**src/rtl/rle_decomp_ctrl_if.sv**
```systemverilog
// Control and RAM bus bundle for the RLE decompression sequencer.
interface rle_decomp_ctrl_if #(
    parameter int OUT_W = 16,
    parameter int RD_AW = 11,
    parameter int WR_AW = 10
);
    logic             start;
    logic [RD_AW:0]   num_words;
    logic             rd_en;
    logic [RD_AW-1:0] rd_addr;
    logic [15:0]      rd_data;
    logic             wr_en;
    logic [WR_AW-1:0] wr_addr;
    logic [OUT_W-1:0] wr_data;
    logic             busy;
    logic             done;
    logic             err;

    modport master (
        input  start, num_words, rd_data,
        output rd_en, rd_addr, wr_en, wr_addr, wr_data,
        output busy, done, err
    );

    modport slave (
        output start, num_words, rd_data,
        input  rd_en, rd_addr, wr_en, wr_addr, wr_data,
        input  busy, done, err
    );
endinterface

```
**src/rtl/rle_decomp_ctrl.sv**
```systemverilog
// Run-length image decompressor: RLE words in, MSB-first packed pixels out.
// Define RLE_FILL_EN to zero-fill short images up to IMG_BITS.
module rle_decomp_ctrl #(
    parameter int IMG_BITS = 16384,
    parameter int OUT_W    = 16,
    parameter int RD_AW    = 11,
    parameter int WR_AW    = 10
) (
    input logic               clk,
    input logic               rst,
    rle_decomp_ctrl_if.master bus
);
    localparam int PW = $clog2(IMG_BITS) + 1;
    localparam int FW = $clog2(OUT_W) + 1;

    typedef enum logic [2:0] {
        IDLE,
        FETCH,
        LOAD,
        EXPAND,
`ifdef RLE_FILL_EN
        FINISH,
        FILL
`else
        FINISH
`endif
    } state_t;

    state_t           state_q, state_d;
    logic [RD_AW:0]   nwords_q, nwords_d;
    logic [RD_AW:0]   widx_q, widx_d;
    logic             run_bit_q, run_bit_d;
    logic [14:0]      run_len_q, run_len_d;
    logic [PW-1:0]    pix_q, pix_d;
    logic [FW-1:0]    fill_q, fill_d;
    logic [OUT_W-1:0] pack_q, pack_d;
    logic [WR_AW-1:0] waddr_q, waddr_d;
    logic             err_flag_q, err_flag_d;
    logic             wr_en_q, wr_en_d;
    logic [WR_AW-1:0] wr_addr_q, wr_addr_d;
    logic [OUT_W-1:0] wr_data_q, wr_data_d;
    logic             busy_q, busy_d;
    logic             done_q, done_d;
    logic             err_q, err_d;

    logic [OUT_W-1:0] pack_n;
    int               f, n, fill_n, run_n, pix_n;

    assign bus.rd_en   = (state_q == FETCH);
    assign bus.rd_addr = widx_q[RD_AW-1:0];
    assign bus.wr_en   = wr_en_q;
    assign bus.wr_addr = wr_addr_q;
    assign bus.wr_data = wr_data_q;
    assign bus.busy    = busy_q;
    assign bus.done    = done_q;
    assign bus.err     = err_q;

    always_ff @(posedge clk) begin
        if (rst) begin
            state_q    <= IDLE;
            nwords_q   <= '0;
            widx_q     <= '0;
            run_bit_q  <= 1'b0;
            run_len_q  <= '0;
            pix_q      <= '0;
            fill_q     <= '0;
            pack_q     <= '0;
            waddr_q    <= '0;
            err_flag_q <= 1'b0;
            wr_en_q    <= 1'b0;
            wr_addr_q  <= '0;
            wr_data_q  <= '0;
            busy_q     <= 1'b0;
            done_q     <= 1'b0;
            err_q      <= 1'b0;
        end else begin
            state_q    <= state_d;
            nwords_q   <= nwords_d;
            widx_q     <= widx_d;
            run_bit_q  <= run_bit_d;
            run_len_q  <= run_len_d;
            pix_q      <= pix_d;
            fill_q     <= fill_d;
            pack_q     <= pack_d;
            waddr_q    <= waddr_d;
            err_flag_q <= err_flag_d;
            wr_en_q    <= wr_en_d;
            wr_addr_q  <= wr_addr_d;
            wr_data_q  <= wr_data_d;
            busy_q     <= busy_d;
            done_q     <= done_d;
            err_q      <= err_d;
        end
    end

    always_comb begin
        state_d    = state_q;
        nwords_d   = nwords_q;
        widx_d     = widx_q;
        run_bit_d  = run_bit_q;
        run_len_d  = run_len_q;
        pix_d      = pix_q;
        fill_d     = fill_q;
        pack_d     = pack_q;
        waddr_d    = waddr_q;
        err_flag_d = err_flag_q;
        wr_en_d    = 1'b0;
        wr_addr_d  = wr_addr_q;
        wr_data_d  = wr_data_q;
        busy_d     = busy_q;
        done_d     = 1'b0;
        err_d      = err_q;
        pack_n     = pack_q;
        f          = 0;
        n          = 0;
        fill_n     = 0;
        run_n      = 0;
        pix_n      = 0;

        unique case (state_q)
            IDLE: begin
                if (bus.start) begin
                    nwords_d   = bus.num_words;
                    widx_d     = '0;
                    pix_d      = '0;
                    fill_d     = '0;
                    pack_d     = '0;
                    waddr_d    = '0;
                    err_flag_d = 1'b0;
                    err_d      = 1'b0;
                    busy_d     = 1'b1;
                    if (bus.num_words == '0)
                        state_d = FINISH;
                    else
                        state_d = FETCH;
                end
            end

            FETCH: state_d = LOAD;

            LOAD: begin
                run_bit_d = bus.rd_data[15];
                run_len_d = bus.rd_data[14:0];
                widx_d    = widx_q + (RD_AW+1)'(1);
                if (bus.rd_data[14:0] != 15'd0)
                    state_d = EXPAND;
                else if (widx_d < nwords_q)
                    state_d = FETCH;
                else
                    state_d = FINISH;
            end

            EXPAND: begin
                // n = min(run left, room in pack word, pixels left in image)
                f = int'(fill_q);
                n = int'(run_len_q);
                if (OUT_W - f < n)
                    n = OUT_W - f;
                if (IMG_BITS - int'(pix_q) < n)
                    n = IMG_BITS - int'(pix_q);
                for (int i = 0; i < OUT_W; i++) begin
                    if (i >= f && i < f + n)
                        pack_n[OUT_W-1-i] = run_bit_q;
                end
                fill_n    = f + n;
                run_n     = int'(run_len_q) - n;
                pix_n     = int'(pix_q) + n;
                run_len_d = 15'(run_n);
                pix_d     = PW'(pix_n);
                if (fill_n == OUT_W) begin
                    wr_en_d   = 1'b1;
                    wr_data_d = pack_n;
                    wr_addr_d = waddr_q;
                    waddr_d   = waddr_q + WR_AW'(1);
                    fill_d    = '0;
                    pack_d    = '0;
                end else begin
                    fill_d = FW'(fill_n);
                    pack_d = pack_n;
                end
                if (pix_n == IMG_BITS &&
                    (run_n != 0 || widx_q < nwords_q)) begin
                    err_flag_d = 1'b1;
                    state_d    = FINISH;
                end else if (run_n == 0) begin
                    if (widx_q < nwords_q)
                        state_d = FETCH;
                    else
                        state_d = FINISH;
                end
            end

            FINISH: begin
                if (pix_q == PW'(IMG_BITS)) begin
                    done_d  = 1'b1;
                    busy_d  = 1'b0;
                    err_d   = err_flag_q;
                    state_d = IDLE;
                end
`ifdef RLE_FILL_EN
                else begin
                    state_d = FILL;
                end
`else
                else if (fill_q != '0) begin
                    wr_en_d   = 1'b1;
                    wr_data_d = pack_q;
                    wr_addr_d = waddr_q;
                    waddr_d   = waddr_q + WR_AW'(1);
                    fill_d    = '0;
                    pack_d    = '0;
                end else begin
                    done_d  = 1'b1;
                    busy_d  = 1'b0;
                    err_d   = 1'b1;
                    state_d = IDLE;
                end
`endif
            end

`ifdef RLE_FILL_EN
            FILL: begin
                if (pix_q == PW'(IMG_BITS)) begin
                    done_d  = 1'b1;
                    busy_d  = 1'b0;
                    err_d   = err_flag_q;
                    state_d = IDLE;
                end else begin
                    // unused pack bits are already zero
                    wr_en_d   = 1'b1;
                    wr_data_d = pack_q;
                    wr_addr_d = waddr_q;
                    waddr_d   = waddr_q + WR_AW'(1);
                    pix_d     = PW'(int'(pix_q) + OUT_W - int'(fill_q));
                    fill_d    = '0;
                    pack_d    = '0;
                end
            end
`endif

            default: state_d = IDLE;
        endcase
    end
endmodule

```
**src/flat_wrapper.sv**
```systemverilog
// flat-port wrapper written by rule: the top's interface ports become plain ports
module rle_decomp_ctrl_flat 
#(
    parameter int IMG_BITS = 16384,
    parameter int OUT_W    = 16,
    parameter int RD_AW    = 11,
    parameter int WR_AW    = 10
)
  (clk, rst, bus_start, bus_num_words, bus_rd_data, bus_rd_en, bus_rd_addr, bus_wr_en, bus_wr_addr, bus_wr_data, bus_busy, bus_done, bus_err);
  rle_decomp_ctrl_if #(.OUT_W(OUT_W), .RD_AW(RD_AW), .WR_AW(WR_AW)) bus_i ();
  input logic clk;
  input logic rst;
  input wire logic [$bits(bus_i.start)-1:0] bus_start;
  input wire logic [$bits(bus_i.num_words)-1:0] bus_num_words;
  input wire logic [$bits(bus_i.rd_data)-1:0] bus_rd_data;
  output wire logic [$bits(bus_i.rd_en)-1:0] bus_rd_en;
  output wire logic [$bits(bus_i.rd_addr)-1:0] bus_rd_addr;
  output wire logic [$bits(bus_i.wr_en)-1:0] bus_wr_en;
  output wire logic [$bits(bus_i.wr_addr)-1:0] bus_wr_addr;
  output wire logic [$bits(bus_i.wr_data)-1:0] bus_wr_data;
  output wire logic [$bits(bus_i.busy)-1:0] bus_busy;
  output wire logic [$bits(bus_i.done)-1:0] bus_done;
  output wire logic [$bits(bus_i.err)-1:0] bus_err;
  assign bus_i.start = bus_start;
  assign bus_i.num_words = bus_num_words;
  assign bus_i.rd_data = bus_rd_data;
  assign bus_rd_en = bus_i.rd_en;
  assign bus_rd_addr = bus_i.rd_addr;
  assign bus_wr_en = bus_i.wr_en;
  assign bus_wr_addr = bus_i.wr_addr;
  assign bus_wr_data = bus_i.wr_data;
  assign bus_busy = bus_i.busy;
  assign bus_done = bus_i.done;
  assign bus_err = bus_i.err;
  rle_decomp_ctrl #(.IMG_BITS(IMG_BITS), .OUT_W(OUT_W), .RD_AW(RD_AW), .WR_AW(WR_AW)) u_core (.clk(clk), .rst(rst), .bus(bus_i));
endmodule
```
**config.mk**
```make
export PLATFORM = sky130hd
export DESIGN_NAME = rle_decomp_ctrl_flat
export DESIGN_NICKNAME = d
export VERILOG_FILES = /design/src/rtl/rle_decomp_ctrl_if.sv /design/src/rtl/rle_decomp_ctrl.sv /design/src/flat_wrapper.sv
export SDC_FILE = /design/constraint.sdc
export NUM_CORES = 1
export LEC_CHECK = 0
export CORE_UTILIZATION = 30
export DETAILED_ROUTE_END_ITERATION = 10
export GPL_ROUTABILITY_DRIVEN = 0
export GPL_TIMING_DRIVEN = 0
export PLACE_DENSITY = 0.49
export SLEW_MARGIN = 20
export SYNTH_ARGS = -nofsm -noshare
export SYNTH_HDL_FRONTEND = slang
export SYNTH_SLANG_ARGS = --single-unit
```
**constraint.sdc**
```tcl
create_clock -name clk -period 9.6 [get_ports clk]
set_clock_uncertainty 0.2 [all_clocks]
set_input_delay 1.44 -clock clk [delete_from_list [all_inputs] [get_ports clk]]
set_output_delay 1.44 -clock clk [all_outputs]
set_load 0.01 [all_outputs]
```
Yosys cells after proc, flatten, opt, wreduce, memory -nomap -nowiden
Cells that the tools add are included.
Cells by class
  $add $sub $neg: 7
  order comparisons: 36
  equal/unequal tests: 14
  multiplexer cells: 74
  bitwise operators: 1
  reductions and logical operators: 40
Operator list (count)
  $lt 5x32->1 const A: 8
  $lt 4x32->1 const A: 4
  $mux 32: 4
  $mux 16: 7
  $mux 10: 7
  $lt 3x32->1 const A: 2
  $pmux 15 s2: 2
  $pmux 16 s3: 1
  $ge 4x5->1 const A: 8
  $add 16x32->32: 1
  $add 6x32->32: 1
  $eq 32x16->1 const B: 1
  $eq 32x6->1 const B: 1
  $logic_not 32->1: 1
  $lt 1x32->1 const A: 1
  $lt 2x32->1 const A: 1
  $lt 32x16->1: 1
  $lt 32x32->1: 1
  $pmux 16 s2: 1
  $reduce_bool 32->1: 1
  $sub 16x32->32: 1
  $pmux 10 s3: 1
  $mux 1: 28
  $mux 3: 9
  38 further kinds: 79
Storage, ports and cells
  bits in registers: 120
  bits of input ports: 31
  output and inout port bits: 42

Logic depth before layout (Yosys ltp)
  depth after elaboration: 13
  depth in mapped cells: 46
  mapped depth without buffers: 43

Worst setup path after synthesis
OpenSTA, ideal clock, no wires.
  path kind: register to register
  start point: register u_core.fill_q[1]
  end point: register u_core.state_q[2]
  setup time: 0.070 ns
  data arrival time: 9.451 ns
  data required time: 9.330 ns
  setup slack: -0.121 ns
  cell stages (with the launch flop): 43
  buffers on the path: 5
  cell sequence: dfxtp_1 > clkbuf_1 > nor2_1 > a21o_1 > clkbuf_1 > inv_1 > clkbuf_1 > ha_1 > inv_1 > or4_4 > or4_4 > nand2_4 > buf_2 > nand2_1 > mux2i_1 > ha_1 > a2111oi_0 > and3_1 > [7 not listed] > or3_1 > o21ai_0 > a211o_1 > a31oi_1 > a21o_1 > a21o_1 > a21o_1 > a21oi_1 > ha_1 > nand4_1 > nor3_1 > o211ai_1 > or3b_2 > or4b_2 > nor3_1 > nor3_1 > a211o_1 > a21oi_1
On the way
  word-level cells in the longest chain between the ends: 13
  elaborated cells on any way between the ends: 20
  those cells by class: 3 x add/sub; 2 x order compare; 3 x eq/ne; 6 x mux; 6 x reduce/logical
RTL lines
  start, declared: line rle_decomp_ctrl.sv:35  | logic [FW-1:0] fill_q, fill_d;
  start signal, assigned: line rle_decomp_ctrl.sv:83  | fill_q <= fill_d;
  $sub 5x5->6: line rle_decomp_ctrl.sv:157, rle_decomp_ctrl.sv:158
  $lt 32x16->1: line rle_decomp_ctrl.sv:157  | if (OUT_W - f < n)
  $mux 32: line rle_decomp_ctrl.sv:157
  $mux 32: line rle_decomp_ctrl.sv:120  | unique case (state_q)
  $lt 32x32->1: line rle_decomp_ctrl.sv:159  | if (IMG_BITS - int'(pix_q) < n)
  $mux 32: line rle_decomp_ctrl.sv:159
  $mux 32: line rle_decomp_ctrl.sv:120
  $sub 16x32->32: line rle_decomp_ctrl.sv:166  | run_n = int'(run_len_q) - n;
  $reduce_bool 32->1: line rle_decomp_ctrl.sv:182  | (run_n != 0 || widx_q < nwords_q)) begin
  $logic_or 1x1->1: line rle_decomp_ctrl.sv:182
  $logic_and 1x1->1: line rle_decomp_ctrl.sv:181  | if (pix_n == IMG_BITS &&
  $mux 3 / $ne 3x1->1 (equally long branches)
  $pmux 3 s5 / $reduce_and 3->1 (equally long branches)
  end signal, assigned: line rle_decomp_ctrl.sv:77  | state_q <= state_d;
  end, declared: line rle_decomp_ctrl.sv:29  | state_t state_q, state_d;
Several ways; a longest one is shown, not always the timed one. The select of a mux whose other input is x is not followed.
A chain may end at the register's enable or synchronous reset.

Worst setup path in the final report
Ends and elaborated chain as after synthesis.

==> results_dict.tcl <==
set metrics [dict create \
    outcome "finished, final reports clean" \
    multi_input_area_um2 7176 \
    h-tree-depth 4 \
    grt_use_met2_pct 34.62 \
    cts_buffer_depth 2 \
    hold_path_class "reg2reg" \
    use_met3_pct 3.407 \
    seq_power_share_pct 17.2 \
    cp-end-kind "flop" \
    p_switching_mw 1.538 \
    r2r-end "u_core.state_q[2]" \
    yosysWarnings 0 \
    postSynthCellCount 1290 \
    nets 1523 \
    avgRoutedWirePerCell_um 19.21 \
    swShare_pct 46.97 \
    post-place-cells 1803 \
    met1_usage_pct 28.87 \
    max-cap-violations 0 \
    combPwrFrac_pct 60.8 \
    hold_ws_ns 0.2597 \
    post-route-drc-count 0 \
    grt_first_pass_wirelength_um 55230 \
    layoutNonFillerInstCount 1848 \
    cts_hold_buf 0 \
    worstMarginPinSlew_ns 0.8757 \
    critPathMaxStageDelay_ns 0.61 \
    io_buffers 71 \
    syn_area_um2 9923 \
    worst_r2r_startpoint "u_core.fill_q[1]" \
    syn_to_final_growth_pct 24.04 \
    synth_seq_area_share_pct 24.21 \
    setup_violations 0 \
    grt_pass1_vias 9771 \
    path_clk_slew_ns 0.06 \
    p_int_mw 1.736 \
    vias 10100 \
    cts-root-buf "clkbuf_16" \
    drive_gt1_share_pct 11.59 \
    synth_top_area_share_pct 24.21 \
    die_h_um 183.9 \
    fmax_mhz 107.6 \
    finalHoldViolations 0 \
    clockPowerShare_pct 22.0 \
    track_usage_pct 21.31 \
    p_leak_nw 4.980 \
    ir_worst_vdd_v 0.0001281 \
    ys_top_cells_by_area "dfxtp_1 (24%), ha_1 (12%), a21oi_1 (5.3%)" \
    finalWirelength_um 35500 \
    fin_crit_ns 9.292 \
    antenna_cells 0 \
    criticalPathCategory "reg2reg" \
    synth_edf_count 0 \
    synth_seq_cells 120 \
    drtIter0Drc 874 \
    endpoint "u_core.state_q[2]" \
    die_width_um 183.9 \
    drtPass1Iterations 5 \
    die_area_um2 33810 \
    grt_overflow_total 0 \
    cts_sinks 120 \
    floorplan.initialDensity_pct 30.50 \
    start_kind "flop" \
    routed_via_density 5.466 \
    synth.avg_cell_area_um2 7.692 \
    cp.required_ns 9.76 \
    top_level_ports 73 \
    grt-busiest-layer "met2" \
    clkLatencyLatePin_ns 0.44 \
    syn_nets 1420 \
    cts_buffers 17 \
    crit_slowest_cell "or4b_4" \
    rows 66 \
    synth-main-ff-cell "dfxtp_1" \
    worst_slew_margin_rel_pct 41.62 \
    powerDensity_nw_per_um2 265.9 \
    yosysUniqueCellTypes 84 \
    antenna_found_initial 0 \
    cts_tree "done" \
    grt_max_degree 19 \
    post-route-util_pct 37.83 \
    crit_start "u_core.fill_q[1]" \
    final.period_utilization_pct 96.79 \
    cp_max_fo 18 \
    worstRegToRegCells 41 \
    seq_area_um2 2404 \
    antenna_left 0 \
    r2r_slack_ns 0.31 \
    synth_top_area_cell "dfxtp_1" \
    dp_hpwl_um 27070 \
    n_fill_cell 3425 \
    coreArea_um2 32540 \
    crit_arrival_ns 9.45 \
    ys_async_sr_fraction_pct 0 \
    finalMaxSlewViolations 0 \
]
[routing by layer]
layer  vias up  share of wire [%]
li1       4946                  -
met1      4782                 47
met2       316                 45
met3        57                5.4
met4         0                2.0
met5         -                  0
[stage by stage]
stage          instance area [µm²]  setup WS, ns  power, mW  TNS (ns)
5_1_grt                      12310      -0.06939      3.485  -0.09924
3_3_place_gp                 11190        -2.314      2.342   -102.60
3_5_place_dp                 11190        -2.334      2.342   -102.46
2_1_floorplan                 9926        0.1156      1.861         0
4_1_cts                      12040     0.0008402      3.151         0
6_report                     12310        0.3082      3.274         0
[logic make-up after synthesis]
kind of cell	after synthesis	synth area share (%)
AOI/OAI and AO/OA	395	26.83
xor gates and xnor gates	53	4.678
adders and majority gates	99	12.71
buffers and inverters	155	6.720
DFF	120	24.21
muxes	35	3.556
and+or+nand+nor	433	21.30
[area by class of cell]
cell class / count / area share [%]
plain buffers: 74 / 3.395
clock buffers: 18 / 3.568
multi-input cells: 1015 / 58.29
flip-flops and latches: 120 / 19.53
repair buffers: 86 / 6.688
inverters: 79 / 2.460
clock inverters: 14 / 1.576
well taps: 442 / 4.493
[power groups by stage]
stage / clock network [mW] / logic [mW] / registers [mW]
2_1_floorplan: 0 / 1.30 / 0.559
3_3_place_gp: 0 / 1.77 / 0.572
3_5_place_dp: 0 / 1.77 / 0.572
4_1_cts: 0.729 / 1.86 / 0.562
5_1_grt: 0.755 / 2.16 / 0.567
6_report: 0.720 / 1.99 / 0.564
[how the worst min path moves through the flow]
stage / startpoint / endpoint / cells after the start
final: u_core.nwords_q[6] / u_core.nwords_q[6] / 2
after CTS: u_core.nwords_q[2] / u_core.nwords_q[2] / 2
after detailed placement: u_core.nwords_q[2] / u_core.nwords_q[2] / 2
after global routing: u_core.nwords_q[10] / u_core.nwords_q[10] / 2
after global placement: u_core.pack_q[11] / u_core.pack_q[11] / 2
after floorplan: u_core.pack_q[10] / u_core.pack_q[10] / 2
[worst max-delay path, delay by kind of cell (launching register included)]
kind | cells | cell delay (ns)
AO/OA/AOI/OAI | 13 | 2.30
adder cells (fa/ha/maj) | 4 | 0.92
buffers and inverters | 8 | 1.12
flip-flops | 1 | 0.35
multiplexers | 1 | 0.23
AND/OR/NAND/NOR | 15 | 4.03
[cell usage after synthesis, drive strengths merged (6+ instances only)]
master and instances:
ha 96, nand2b 6, a32o 8, nor2b 10, and3 25, nand2 114, o21a 18, a22oi 19
or3 11, inv 79, a21o 22, a211o 9, xnor2 31, or2 11, mux2i 33, o31ai 8
nand4 13, and2 10, dfxtp 120, a31oi 21, nor3 44, o22ai 18, nor2 117, xor2 22
a2111oi 8, buf 30, a41o 7, o211ai 11, a211oi 23, nand3 36, or4 6, nor4 15
o21ai 72, a21oi 105, clkbuf 46
[layout by cell type, fill, tap and decap left out, types with 18 or more instances in the layout]
cell / Yosys / layout
mux2i_1: 33 / 31
nand2_1: 112 / 111
o21ai_0: 57 / 50
and3_1: 25 / 23
clkdlybuf4s50_1: 0 / 71
dfxtp_1: 120 / 119
nor2_1: 116 / 113
o21ai_1: 15 / 18
xnor2_1: 31 / 31
a31oi_1: 19 / 18
inv_1: 79 / 76
nor3_1: 44 / 39
xor2_1: 22 / 22
ha_1: 96 / 89
clkbuf_1: 46 / 38
o22ai_1: 18 / 18
a211oi_1: 22 / 21
a22oi_1: 19 / 19
buf_4: 16 / 31
nand3_1: 36 / 36
a21oi_1: 105 / 99
[state kept, by name, summed over array words and instances (netlist names), 10 cells and up]
| register | flops |
|---|---|
| u_core.run_len_q | 15 |
| u_core.pix_q | 15 |
| u_core.nwords_q | 12 |
| u_core.widx_q | 12 |
| u_core.waddr_q | 10 |
| u_core.pack_q | 16 |
| u_core.bus.wr_data | 16 |
| u_core.bus.wr_addr | 10 |
[what timing repair did]
item	in CTS	in global routing
endpoints found under the setup margin	64	58
setup buffers	6	9
pin swaps	4	15
resized for setup	50	51
(Power assumes the default switching activity.)
